--- src/rtl/vram_arbiter.sv ---
// vram_arbiter: shares one asynchronous video SRAM between the scan-out
// fetch path (hard priority, bounded latency) and the CPU bus interface
// (gets every remaining slot through a req/ack handshake). Clocked by the
// pixel clock.
//
// Ports:
//   clk, rst          pixel clock, asynchronous active-high reset
//   en                arbiter enable; low = no new access started
//   vid_req/vid_addr  one-cycle fetch strobe and address from scan-out
//   vid_data/vid_valid fetched byte with one-cycle valid pulse
//   vid_ovf           sticky: a fetch strobe arrived while one was pending
//   cpu_req/cpu_we/cpu_addr/cpu_wdata  CPU request, held until cpu_ack
//   cpu_rdata/cpu_ack read data and one-cycle completion pulse
//   mem_*             SRAM pins (address, write data + tristate enable,
//                     read data, active-low output and write enables)
//
// Handshakes:
//   video: vid_req is a single-cycle strobe that is always accepted; the
//     result appears later as a one-cycle vid_valid pulse. A strobe that
//     arrives while an earlier one is still pending replaces its address
//     and raises vid_ovf; only one fetch is done.
//   cpu: cpu_req is a level held (with stable we/addr/wdata) until the
//     one-cycle cpu_ack pulse. cpu_req is ignored while cpu_ack is high, so
//     a request still held during the ack cycle is not issued twice.
module vram_arbiter #(
  parameter int ADDR_W  = 15,
  parameter int DATA_W  = 8,
  parameter int ACC_CYC = 2
) (
  input  logic              clk,
  input  logic              rst,
  input  logic              en,
  input  logic              vid_req,
  input  logic [ADDR_W-1:0] vid_addr,
  output logic [DATA_W-1:0] vid_data,
  output logic              vid_valid,
  output logic              vid_ovf,
  input  logic              cpu_req,
  input  logic              cpu_we,
  input  logic [ADDR_W-1:0] cpu_addr,
  input  logic [DATA_W-1:0] cpu_wdata,
  output logic [DATA_W-1:0] cpu_rdata,
  output logic              cpu_ack,
  output logic [ADDR_W-1:0] mem_addr,
  output logic [DATA_W-1:0] mem_dout,
  output logic              mem_dout_en,
  input  logic [DATA_W-1:0] mem_din,
  output logic              mem_oe_n,
  output logic              mem_we_n
);

  localparam int CW = (ACC_CYC > 2) ? $clog2(ACC_CYC) : 1;

  typedef enum logic [1:0] {
    S_IDLE   = 2'd0,
    S_VID    = 2'd1,
    S_CPU_RD = 2'd2,
    S_CPU_WR = 2'd3
  } state_t;

  state_t            state;
  logic [CW-1:0]     acc_cnt;
  logic              vid_pend;
  logic [ADDR_W-1:0] vid_addr_q;

  logic          vid_go;
  logic          cnt_last;
  logic [CW-1:0] cnt_next;
  logic          we_low_next;

  // A video fetch starts from IDLE whenever one is pending or strobed now.
  assign vid_go   = (state == S_IDLE) && en && (vid_pend || vid_req);
  assign cnt_last = (acc_cnt == CW'(ACC_CYC - 1));
  assign cnt_next = acc_cnt + CW'(1);
  // Write strobe is low from the second access cycle on; for accesses longer
  // than two cycles it is released one cycle early for data hold.
  assign we_low_next = (ACC_CYC == 2) || (cnt_next != CW'(ACC_CYC - 1));

  always_ff @(posedge clk or posedge rst) begin
    if (rst) begin
      state       <= S_IDLE;
      acc_cnt     <= '0;
      vid_pend    <= 1'b0;
      vid_addr_q  <= '0;
      vid_ovf     <= 1'b0;
      vid_data    <= '0;
      vid_valid   <= 1'b0;
      cpu_rdata   <= '0;
      cpu_ack     <= 1'b0;
      mem_addr    <= '0;
      mem_dout    <= '0;
      mem_dout_en <= 1'b0;
      mem_oe_n    <= 1'b1;
      mem_we_n    <= 1'b1;
    end else begin
      vid_valid <= 1'b0;
      cpu_ack   <= 1'b0;

      // Pending-fetch bookkeeping. Consumption wins over a new strobe on the
      // same edge because the strobe's address is used directly.
      if (vid_go) begin
        vid_pend <= 1'b0;
      end else if (vid_req) begin
        vid_pend   <= 1'b1;
        vid_addr_q <= vid_addr;
        if (vid_pend) vid_ovf <= 1'b1;
      end

      case (state)
        S_IDLE: begin
          acc_cnt <= '0;
          if (vid_go) begin
            state    <= S_VID;
            mem_addr <= vid_req ? vid_addr : vid_addr_q;
            mem_oe_n <= 1'b0;
          end else if (en && cpu_req && !cpu_ack) begin
            mem_addr <= cpu_addr;
            if (cpu_we) begin
              state       <= S_CPU_WR;
              mem_dout    <= cpu_wdata;
              mem_dout_en <= 1'b1;
            end else begin
              state    <= S_CPU_RD;
              mem_oe_n <= 1'b0;
            end
          end
        end

        default: begin
          if (cnt_last) begin
            state       <= S_IDLE;
            acc_cnt     <= '0;
            mem_oe_n    <= 1'b1;
            mem_we_n    <= 1'b1;
            mem_dout_en <= 1'b0;
            case (state)
              S_VID: begin
                vid_data  <= mem_din;
                vid_valid <= 1'b1;
              end
              S_CPU_RD: begin
                cpu_rdata <= mem_din;
                cpu_ack   <= 1'b1;
              end
              default: begin
                cpu_ack <= 1'b1;
              end
            endcase
          end else begin
            acc_cnt <= cnt_next;
            if (state == S_CPU_WR) mem_we_n <= !we_low_next;
          end
        end
      endcase
    end
  end

endmodule

--- config.mk ---
export PLATFORM = sky130hd
export DESIGN_NAME = vram_arbiter
export DESIGN_NICKNAME = d
export VERILOG_FILES = /design/src/rtl/vram_arbiter.sv
export SDC_FILE = /design/constraint.sdc
export NUM_CORES = 1
export LEC_CHECK = 0
export CORE_UTILIZATION = 49
export DETAILED_ROUTE_END_ITERATION = 10
export PLACE_DENSITY_LB_ADDON = 0.05
export RECOVER_POWER = 25
export SLEW_MARGIN = 20
export SYNTH_ARGS = -nofsm -noshare
export SYNTH_HDL_FRONTEND = slang
export SYNTH_SLANG_ARGS = --single-unit
--- constraint.sdc ---
create_clock -name clk -period 4.84 [get_ports clk]
set_clock_uncertainty 0.15 [all_clocks]
set_input_delay 0.484 -clock clk [delete_from_list [all_inputs] [get_ports clk]]
set_output_delay 0.484 -clock clk [all_outputs]
set_load 0.01 [all_outputs]
==> impl_metrics.env, run 1 <==
export IMPL_ir_drop_mv=0.384
export IMPL_start_util=0.523
export IMPL_grt_max_degree=41
export IMPL_cts_hold_buffers_added=0
export IMPL_synth_edf_count=0
export IMPL_fillers=431
export IMPL_cp_end_kind="register"
export IMPL_ys_warnings_count=0
export IMPL_maxCapViolCount=0
export IMPL_rsz0062_at_grt="no"
export IMPL_cts_tree="done"
export IMPL_ctsRootBufferMaster="clkbuf_8"
export IMPL_core_um2=5680
export IMPL_synthTopCellsByArea="dfrtp_1 (52%), mux2_2 (13%), mux2i_1 (5.1%)"
export IMPL_synth_top_cell_by_area="dfrtp_1"
export IMPL_yosysSeqAreaShare=0.540
export IMPL_dieArea_um2=6370
export IMPL_required_ns=4.88
export IMPL_synth_cell_types=31
export IMPL_grt_pass1_vias=2329
export IMPL_syn_cell_area_um2=2970
export IMPL_cts_reportedPaths_clkPinSlew_ns=0.07
export IMPL_cts_inserted_buffers=9
export IMPL_synthCells=233
export IMPL_insertion_delay_ns=0.34
export IMPL_antenna_left=0
export IMPL_min_path_type="register to register"
export IMPL_ys_flop_type="dfrtp_1"
export IMPL_vias=2258
export IMPL_setup_violations_final=0
export IMPL_crit_start="en"
export IMPL_drt_wl_total_mm=6.84
export IMPL_n_antenna_cell=0
export IMPL_cellLeakagePower_nw=1.75
export IMPL_grt_ovfl_total=0
export IMPL_wire_per_inst_um=16.9
export IMPL_drive_gt1_frac=0.223
export IMPL_die_y_um=79.8
export IMPL_status="complete, no violations"
export IMPL_worst_pin_slew_ns=1.40
export IMPL_hold_violations=0
export IMPL_grt_antenna_before_repair=0
export IMPL_synthArstFlopShare=1.00
export IMPL_critical_path_startpoint_type="primary input"
export IMPL_timing_worst_setup_path_type="primary input to register"
export IMPL_cts_resized_gates=0
export IMPL_r2r_start="state[1]$_DFFE_PP0P_"
export IMPL_nNetsFinal=379
export IMPL_syn_nets=285
export IMPL_crit_arrival_ns=2.49
export IMPL_grt_pass1_wl_mm=11.3
export IMPL_detail_route_first_pass_iterations=4
export IMPL_hold_slack_ns=0.322
export IMPL_via_per_inst=5.59
export IMPL_ys_ff_latch=64
export IMPL_post_route_util=0.738
export IMPL_fmax_mhz=409
export IMPL_grt_usage=0.235
export IMPL_finalCriticalPeriod_ns=2.45
export IMPL_syn_mean_instance_area_um2=12.7
export IMPL_io_pin_count=97
export IMPL_multi_input_area_um2=1250
export IMPL_synth_top_area_share=0.523
export IMPL_regArea_um2=1600
export IMPL_relSlewSlack=0.0679
export IMPL_power_density_nw_per_um2=616
export IMPL_period_share=0.506
export IMPL_slew_violations=0
export IMPL_initialDrtViolationCount=183
export IMPL_post_cts_buffers=0
export IMPL_cts_htree_levels=3
export IMPL_cts_sinks=64
export IMPL_num_rows=27
export IMPL_dp_hpwl_mm=4.58
export IMPL_cts_buffer_depth=2
export IMPL_tns_ns=0
export IMPL_fp_dieW_um=79.8
export IMPL_synthToLayoutAreaGrowth_pct=41.2
export IMPL_drc=0
export IMPL_crit_fanout=40
export IMPL_io_buffers=96
export IMPL_place_congestion=0.731
export IMPL_min_from="vid_ovf$_DFFE_PP0P_"
-- cell usage in the layout (no fill, tap or decap), types with 2 or more instances in the layout --
master           count
inv_1                3
mux2_2              33
o21a_1              15
dfrtp_1             62
nor3_1               6
dfstp_2              2
nor2_1               2
and2_0               2
bufinv_16            3
a21oi_1             12
nand2b_1             2
nor2_2               2
nand2_1              2
a21oi_2             12
buf_4                4
clkinv_4             2
o21ai_0              3
dlygate4sd3_1        2
nand3b_1            16
clkbuf_8             9
a2bb2oi_1           16
mux2i_1             15
clkdlybuf4s50_1     94
-- kinds of logic after synthesis --
logic type	after synthesis	share of synthesized area
flip-flops	64	0.540
AO/OA/AOI/OAI	62	0.156
multiplexers	48	0.176
AND/OR/NAND/NOR	39	0.0894
buffers and inverters	20	0.0384
-- power by group --
part | total (W) | switching [W] | internal, W
Combinational | 0.00108 | 0.000437 | 0.000647
Sequential | 0.000940 | 0.000157 | 0.000783
Clock | 0.000556 | 0.000214 | 0.000343
-- layer usage --
| metal | part of all wire | GRT usage | vias to the layer above |
|---|---|---|---|
| li1 | - | - | 1040 |
| met1 | 0.42 | 0.300 | 1126 |
| met2 | 0.50 | 0.374 | 78 |
| met3 | 0.065 | 0.0800 | 14 |
| met4 | 0.019 | 0.0768 | 0 |
| met5 | 0 | 0 | - |
-- flip-flops by register name, summed over array words and instances (netlist names), 2 cells and up --
register,cells
mem_addr,15
vid_addr_q,15
mem_dout,8
state,2
vid_data,8
cpu_rdata,8
-- cell usage after synthesis (2+ instances only) --
cell,number
nor2_1,2
nand2_1,2
buf_6,4
dfstp_2,2
nor2_2,2
a21oi_1,12
inv_1,3
a21oi_2,12
buf_2,7
and2_1,3
o21ai_0,3
a2bb2oi_1,16
nand3b_1,16
dfrtp_1,62
mux2i_1,15
nor3_1,6
mux2_2,33
nand2b_1,2
o21a_1,15
clkbuf_1,5
-- cell type report --
cell class	instances	share of cell area
Clock buffer	9	0.0296
Clock inverter	7	0.0287
Inverter	3	0.00269
Multi-Input combinational cell	149	0.298
Sequential cell	64	0.383
Tap cell	72	0.0215
Timing Repair Buffer	100	0.236
-- final timing paths --
check / to / slack [ns] / cells after the start
max in group asynchronous: mem_we_n$_DFFE_PP1P_ / 2.59 / 3
worst max register to register: mem_addr[10]$_DFFE_PP0P_ / 2.63 / 4
worst min-delay path: vid_ovf$_DFFE_PP0P_ / 0.32 / 1
worst min register to register: vid_ovf$_DFFE_PP0P_ / 0.32 / 1
min in group asynchronous: mem_dout[5]$_DFFE_PP0P_ / 0.85 / 2
worst max-delay path: mem_addr[10]$_DFFE_PP0P_ / 2.39 / 5
-- stage by stage --
step | power, W | area, um2 | worst slack (ns) | cells
after floorplan | 0.00155 | 2970 | 2.61 | 233
after global placement | 0.00201 | 3950 | 2.16 | 388
after detailed placement | 0.00203 | 3950 | 2.11 | 388
after CTS | 0.00260 | 4190 | 2.48 | 404
after global routing | 0.00274 | 4190 | 2.27 | 404
final | 0.00258 | 4190 | 2.39 | 404
-- worst max-delay path, cell delays in order --
cell and delay (ns):
dlygate4sd3_1 0.60, or3b_1 0.36, buf_4 0.29, nor2_2 0.59, a2bb2oi_1 0.15
No activity file was read; power rests on OpenSTA's default activity.
==> run 2, diff against run 1 <==
CORE_UTILIZATION = 46   (was 49)
clock period = 2.3 ns   (was 4.84 ns; I/O delays follow)
==> impl_metrics.env, run 2 (synthesis results as in run 1) <==
export IMPL_crit_start="state[1]$_DFFE_PP0P_"
export IMPL_fp_dieW_um=82.3
export IMPL_cts_hold_buffers_added=0
export IMPL_via_per_inst=5.38
export IMPL_max_stage_delay_ns=0.61
export IMPL_status="complete, no violations"
export IMPL_relSlewSlack=0.0516
export IMPL_grt_pass1_vias=2234
export IMPL_synthToLayoutAreaGrowth_pct=43.2
export IMPL_slew_violations=0
export IMPL_worst_slack_ns=0.296
export IMPL_grt_pass1_wl_mm=10.6
export IMPL_required_ns=2.37
export IMPL_crit_family="simple AND/OR/NAND/NOR gates"
export IMPL_io_pin_count=97
export IMPL_ctsRootBufferMaster="clkbuf_8"
export IMPL_worstReg2RegEnd="vid_addr_q[8]$_DFFE_PP0N_"
export IMPL_min_path_type="register to register"
export IMPL_layout_commonest_cell="clkdlybuf4s50_1"
export IMPL_place_congestion=0.779
export IMPL_crit_chain="or3b_1, nand2_2, mux2_2"
export IMPL_top_regs="mem_addr x15, vid_addr_q x15"
export IMPL_hold_violations=0
export IMPL_endpoint="vid_addr_q[8]$_DFFE_PP0N_"
export IMPL_critical_path_startpoint_type="register"
export IMPL_drive_gt1_frac=0.248
export IMPL_drc=0
export IMPL_dpl_worst_slack_ns=0.0640
export IMPL_grt_usage=0.215
export IMPL_dieArea_um2=6780
export IMPL_grt_ovfl_total=0
export IMPL_finalCriticalPeriod_ns=2.00
export IMPL_drt_wl_total_mm=6.83
export IMPL_core_um2=6060
export IMPL_fillers=472
export IMPL_cellLeakagePower_nw=1.79
export IMPL_final_cell_mix="clkdlybuf4s50_1 (95), dfrtp_1 (62), mux2_2 (33)"
export IMPL_crit_arrival_ns=2.08
export IMPL_grt_max_degree=65
export IMPL_post_cts_buffers=0
export IMPL_cts_htree_levels=3
export IMPL_hold_slack_ns=0.346
export IMPL_r2r_start="state[1]$_DFFE_PP0P_"
export IMPL_tns_ns=0
export IMPL_vias=2249
export IMPL_r2r_cells=3
export IMPL_timing_worst_setup_path_type="register to register"
export IMPL_grt_antenna_before_repair=0
export IMPL_io_buffers=96
export IMPL_maxCapViolCount=0
export IMPL_n_antenna_cell=0
export IMPL_period_share=0.872
export IMPL_insertion_delay_ns=0.33
export IMPL_detail_route_first_pass_iterations=4
export IMPL_crit_fanout=12
export IMPL_cts_inserted_buffers=9
export IMPL_wire_per_inst_um=16.3
export IMPL_cp_num_cells=3
export IMPL_cts_resized_gates=0
export IMPL_stdcell_area_um2=4250
export IMPL_critPathSlowestCell="or3b_1"
export IMPL_cts_tree="done"
export IMPL_num_rows=28
export IMPL_initialDrtViolationCount=152
export IMPL_path_buf_inv=0
export IMPL_ir_drop_mv=0.793
export IMPL_die_y_um=82.3
export IMPL_cts_sinks=64
export IMPL_cts_buffer_depth=2
export IMPL_worst_pin_slew_ns=1.42
export IMPL_rsz0062_at_grt="no"
export IMPL_dp_hpwl_mm=4.68
export IMPL_antenna_left=0
export IMPL_setup_violations_final=0
export IMPL_nNetsFinal=390
export IMPL_cp_end_kind="register"
export IMPL_fmax_mhz=499
export IMPL_cts_reportedPaths_clkPinSlew_ns=0.07
export IMPL_power_density_nw_per_um2=1270
export IMPL_ff2ff_setup_slack_ns=0.30
export IMPL_start_util=0.490
export IMPL_place_area_um2=4050
run 2: stage by stage:
step / power, W / util / instances
after global routing: 0.00570 / 0.701 / 418
after detailed placement: 0.00434 / 0.667 / 402
final: 0.00539 / 0.701 / 418
after global placement: 0.00429 / 0.667 / 402
after CTS: 0.00545 / 0.704 / 418
after floorplan: 0.00326 / - / 233
run 2: metal layers:
layer	global-route usage	routed length, um	part of all wire	vias to the layer above
met2	0.341	3240	0.47	65
met1	0.280	3070	0.45	1116
met4	0.0947	93	0.014	0
li1	-	-	-	1059
met5	0	0	0	-
met3	0.0505	427	0.063	9
run 2: where the power goes:
| part | internal [W] | total [W] | switching [W] |
|---|---|---|---|
| registers | 0.00165 | 0.00196 | 0.000311 |
| logic | 0.00142 | 0.00236 | 0.000938 |
| clock network | 0.000634 | 0.00107 | 0.000441 |
run 2: layout make-up:
class	count	area, um2	share of cell area
Timing Repair Buffer	111	1070	0.252
Tap cell	75	93.8	0.0221
Sequential cell	64	1600	0.377
Clock inverter	6	82.6	0.0194
Multi-Input combinational cell	149	1250	0.294
Inverter	3	11.3	0.00265
Clock buffer	10	138	0.0324
run 2: worst min path at each step:
stage	from	endpoint	slack (ns)	depth (start not counted)
floorplan	vid_addr[0]	vid_addr_q[0]$_DFFE_PP0N_	0.23	1
global placement	mem_dout_en$_DFFE_PP0P_	mem_dout_en$_DFFE_PP0P_	0.32	2
detailed placement	vid_ovf$_DFFE_PP0P_	vid_ovf$_DFFE_PP0P_	0.32	1
CTS	rst	cpu_rdata[4]$_DFFE_PP0P_	0.15	3
global route	cpu_wdata[1]	mem_dout[1]$_DFFE_PP0P_	0.36	2
finish	mem_dout_en$_DFFE_PP0P_	mem_dout_en$_DFFE_PP0P_	0.35	2
run 2: worst register-to-register path: stages, from the launching register on:
cell	delay, ns
dfrtp_1	0.46
or3b_1	0.61
nand2_2	0.30
mux2_2	0.37
